<file path="config.mk">
export PLATFORM = sky130hd
export DESIGN_NAME = sync_register_dest_rx
export DESIGN_NICKNAME = d
export VERILOG_FILES = /design/src/rtl/sync_register_dest_rx.sv
export SDC_FILE = /design/constraint.sdc
export NUM_CORES = 1
export LEC_CHECK = 0
export CAP_MARGIN = 10
export CORE_AREA = 2 2 39 41
export CTS_BUF_LIST = sky130_fd_sc_hd__clkbuf_2 sky130_fd_sc_hd__clkbuf_4 sky130_fd_sc_hd__clkbuf_8
export CTS_CLUSTER_DIAMETER = 100
export DETAILED_ROUTE_END_ITERATION = 16
export DIE_AREA = 0 0 41 43
export GPL_TIMING_DRIVEN = 0
export MAX_ROUTING_LAYER = met4
export PLACE_DENSITY = 0.41
export RECOVER_POWER = 100
export SKIP_LAST_GASP = 1
export SLEW_MARGIN = 20
export SYNTH_ARGS = -nofsm -noshare
export SYNTH_HDL_FRONTEND = slang
export SYNTH_SLANG_ARGS = --single-unit
</file>
<file path="constraint.sdc">
create_clock -name CLK -period 1.45 [get_ports CLK]
set_input_delay 0.29 -clock CLK [delete_from_list [all_inputs] [get_ports CLK]]
set_output_delay 0.29 -clock CLK [all_outputs]
set_load 0.01 [all_outputs]
</file>
<file path="src/rtl/sync_register_dest_rx.sv">
// Destination end of a toggle/pulse register-transfer handshake. The block synchronizes the
// request toggle, captures the held source word, offers it with valid/dequeue, and returns an ack toggle.
module sync_register_dest_rx #(
    parameter int                width  = 1,
    parameter logic [width-1:0]  init   = '0,
    parameter int                stages = 2,
    parameter bit                hold   = 1'b1
) (
    input  logic              CLK,
    input  logic              RST,
    input  logic              sReqToggle,
    input  logic [width-1:0]  sData,
    output logic              dAckToggle,
    output logic [width-1:0]  dD_OUT,
    output logic              dVALID,
    input  logic              dDEQ,
    output logic              dPulse,
    output logic              dOVERRUN
);

    // Bit 0 of the encoding is the valid flag, so dVALID comes straight off a flop.
    typedef enum logic [1:0] {
        ST_EMPTY = 2'b00,
        ST_FULL  = 2'b01,
        ST_STALL = 2'b11
    } state_t;

    state_t             r_state;
    state_t             w_state_nxt;
    logic [stages-1:0]  r_sync;
    logic               r_req_seen;
    logic               r_ack;
    logic               r_pulse;
    logic               r_overrun;
    logic [width-1:0]   r_data;

    logic               w_evt;
    logic               w_accept;
    logic               w_overrun;

    always_comb begin
        w_evt       = r_sync[stages-1] ^ r_req_seen;
        w_accept    = w_evt && (!r_state[0] || dDEQ || !hold);
        w_overrun   = w_accept && r_state[0] && !dDEQ && !hold;
        w_state_nxt = r_state;
        if (w_accept) begin
            w_state_nxt = ST_FULL;
        end else if (r_state[0] && dDEQ) begin
            w_state_nxt = ST_EMPTY;
        end else if (r_state[0] && w_evt) begin
            w_state_nxt = ST_STALL;
        end
    end

    always_ff @(posedge CLK or negedge RST) begin
        if (!RST) begin
            r_state    <= ST_EMPTY;
            r_sync     <= '0;
            r_req_seen <= 1'b0;
            r_ack      <= 1'b0;
            r_pulse    <= 1'b0;
            r_overrun  <= 1'b0;
            r_data     <= init;
        end else begin
            r_state   <= w_state_nxt;
            r_sync    <= {r_sync[stages-2:0], sReqToggle};
            r_pulse   <= w_accept;
            r_overrun <= w_overrun;
            // sData is only looked at here; the source guarantees it is stable while evt is pending.
            if (w_accept) begin
                r_data     <= sData;
                r_ack      <= ~r_ack;
                r_req_seen <= r_sync[stages-1];
            end
        end
    end

    assign dAckToggle = r_ack;
    assign dD_OUT     = r_data;
    assign dVALID     = r_state[0];
    assign dPulse     = r_pulse;
    assign dOVERRUN   = r_overrun;

endmodule

</file>
==> impl_metrics.ini, run 1 <==
[run_status]
status = finished clean

[setup_path]
critPathLaunchType = flip-flop
crit_chain = clkdlybuf4s50_1
critical_path.startpoint = dPulse$_DFF_PN0_
cp.arrival_ns = 1.09
critPathMaxFanout = 1
reg2reg_depth = 3
required_ns = 1.16
path_buf_inv = 1
worstSetupPathType = flip-flop to primary output
end_kind = primary output
r2r_start = r_sync[1]$_DFF_PN0_
cpPeakStageDelay_ns = 0.52
worst-path-stages = 1
crit_slowest_cell = clkdlybuf4s50_1
crit_family = buffers and inverters

[timing]
fmax_ghz = 0.727
slew_viol_final = 0
min_period_over_period_pct = 94.9
setup_violations = 0
setup_ws_ns = 0.0738
finalHoldViolations = 0
fin_setup_tns_ns = 0
rsz0062_at_grt = false
whs_ns = 0.349
period_needed_ns = 1.38
skew_ns = 0.000985

[route]
avgViaCountPerCell = 3.52
totalWireLength_um = 375
first_pass_iters = 1
wl_per_cell_um = 8.52
ant_nets = 0
route.detailed.drc = 0
vias = 155
dr.first_iter.drc_count = 0

[global_route]
use_met1_pct = 7.26
grt_pass1_wl_um = 690
busiest_layer = met4
grtUsageTotal_pct = 6.64
use_met2_pct = 7.19
antenna_found_initial = 0
grt_pass1_vias = 162
grtUsageMet3_pct = 3.66
grt_max_degree = 8
overflow = 0

[logic_synthesis]
syn_nets = 21
synth_seq_cells = 7
synth_cell_types = 10
synth_cells = 16
syn_avg_cell_area_um2 = 16.3
yosys_warnings = 0
syn-cell-area_um2 = 262
ys_seq_area_share_pct = 67.0

[floorplanning]
core_area_um2 = 1380
die_x_um = 41
die-area_um2 = 1760
die_h_um = 43
io_pins = 10
fp-row-count = 14
start_util_pct = 18.9

[clock_tree]
htree_levels = 1
cts_tree = done
ctsLongestPathBuffers = 2
cts_buffers = 3
insertion_delay_ns = 0.24
cts.sinks = 7
cts.reportedPaths.clkPinSlew_ns = 0.05
cts_root_buffer = clkbuf_4

[hold_path]
hold_path_depth = 0
hold_path_class = flip-flop to flip-flop
min_from = r_sync[0]$_DFF_PN0_

[place]
io_buffer_count = 8
dpl_worst_slack_ns = -0.0654
routabilityCongestion = 0.623

[power]
irDropWorstVdd_v = 0.000511
cellPowerDensity_nw_per_um2 = 1570
leakage_nw = 0.170

[cells_and_area]
area_growth_pct = 44.5
nets = 34
drive_gt1_share_pct = 25.0
num_antenna_cells = 0

[run]
cap_violations = 0
[cells by family (layout without fill, tap and decap cells)]
group	Yosys count	count (layout)	share of synthesized area (%)
xor gates and xnor gates	2	2	9.57
buffers and inverters	1	13	2.87
DFF	7	7	67.0
muxes	2	2	10.0
other	1	1	1.43
and+or+nand+nor	3	3	9.09
[flip-flops by register name, summed over array words and instances (netlist names)]
name	flops
r_sync	2
r_state	1
dD_OUT	1
r_req_seen	1
dPulse	1
dAckToggle	1
[metal layers]
metal	part of all wire (%)	wire length, µm
met4	0	0
met5	0	0
met3	13	49
met2	44	165
met1	43	160
[metrics by stage]
stage	power (mW)	cell area (µm²)	util, %	std cells
6_report	0.595	378	27.3	44
2_1_floorplan	0.345	262	-	16
5_1_grt	0.643	378	27.3	44
3_5_place_dp	0.438	362	26.1	40
3_3_place_gp	0.438	362	26.1	40
4_1_cts	0.629	390	28.2	44
[area by class of cell]
type / count / area [µm²]
Multi-Input combinational cell: 8 / 66.3
Clock buffer: 4 / 30.0
Timing Repair Buffer: 8 / 78.8
Buffer: 1 / 7.51
Tap cell: 16 / 20.0
Sequential cell: 7 / 175
Fill cell: 147 / 1010
[synthesized netlist by cell type, drive strengths merged]
library cell  number  share of area (%)
buf                1                2.9
conb               1                1.4
dfrtp              7                 67
mux2               2                 10
nand2              1                1.4
nand2b             1                2.4
nor2b              1                5.3
xnor2              1                6.2
xor2               1                3.3
[power by group]
part	internal, mW	switching, mW
clock network	0.123	0.0670
registers	0.238	0.0232
logic	0.0854	0.0573
total	0.447	0.148
[cells in the final DEF (no fill, tap or decap)]
cell type	Yosys	routed
dfrtp_1	7	7
clkbuf_4	0	4
dlygate4sd3_1	0	3
clkdlybuf4s50_1	0	2
clkdlybuf4s25_1	0	2
xnor2_1	0	1
nand2b_1	1	1
nor2b_2	0	1
xor2_1	1	1
mux2_4	1	1
nand2_1	1	1
mux2_1	1	1
buf_4	1	1
conb_1	1	1
dlygate4sd2_1	0	1
[final timing paths]
kind	end	slack, ns
setup / recovery	dPulse	0.07
hold / removal	r_sync[1]$_DFF_PN0_	0.35
setup reg to reg	dD_OUT$_DFFE_PN0P_	0.29
hold reg to reg	r_sync[1]$_DFF_PN0_	0.35
max in group asynchronous	r_req_seen$_DFFE_PN0P_	0.85
min in group asynchronous	dD_OUT$_DFFE_PN0P_	0.37
[what timing repair did]
action / CTS / global route
gates resized for setup: 1 / 2
hold buffers: 0 / 0
setup buffers: 0 / 0
endpoints found under the setup margin: 1 / 2
Note: power is estimated with default switching activity, not from simulation.
==> inputs of run 2 (changes only) <==
SLEW_MARGIN = unset   (was 20)
==> results of run 2 <==
The final DEF is identical to that of run 1; final timing and power are the same.
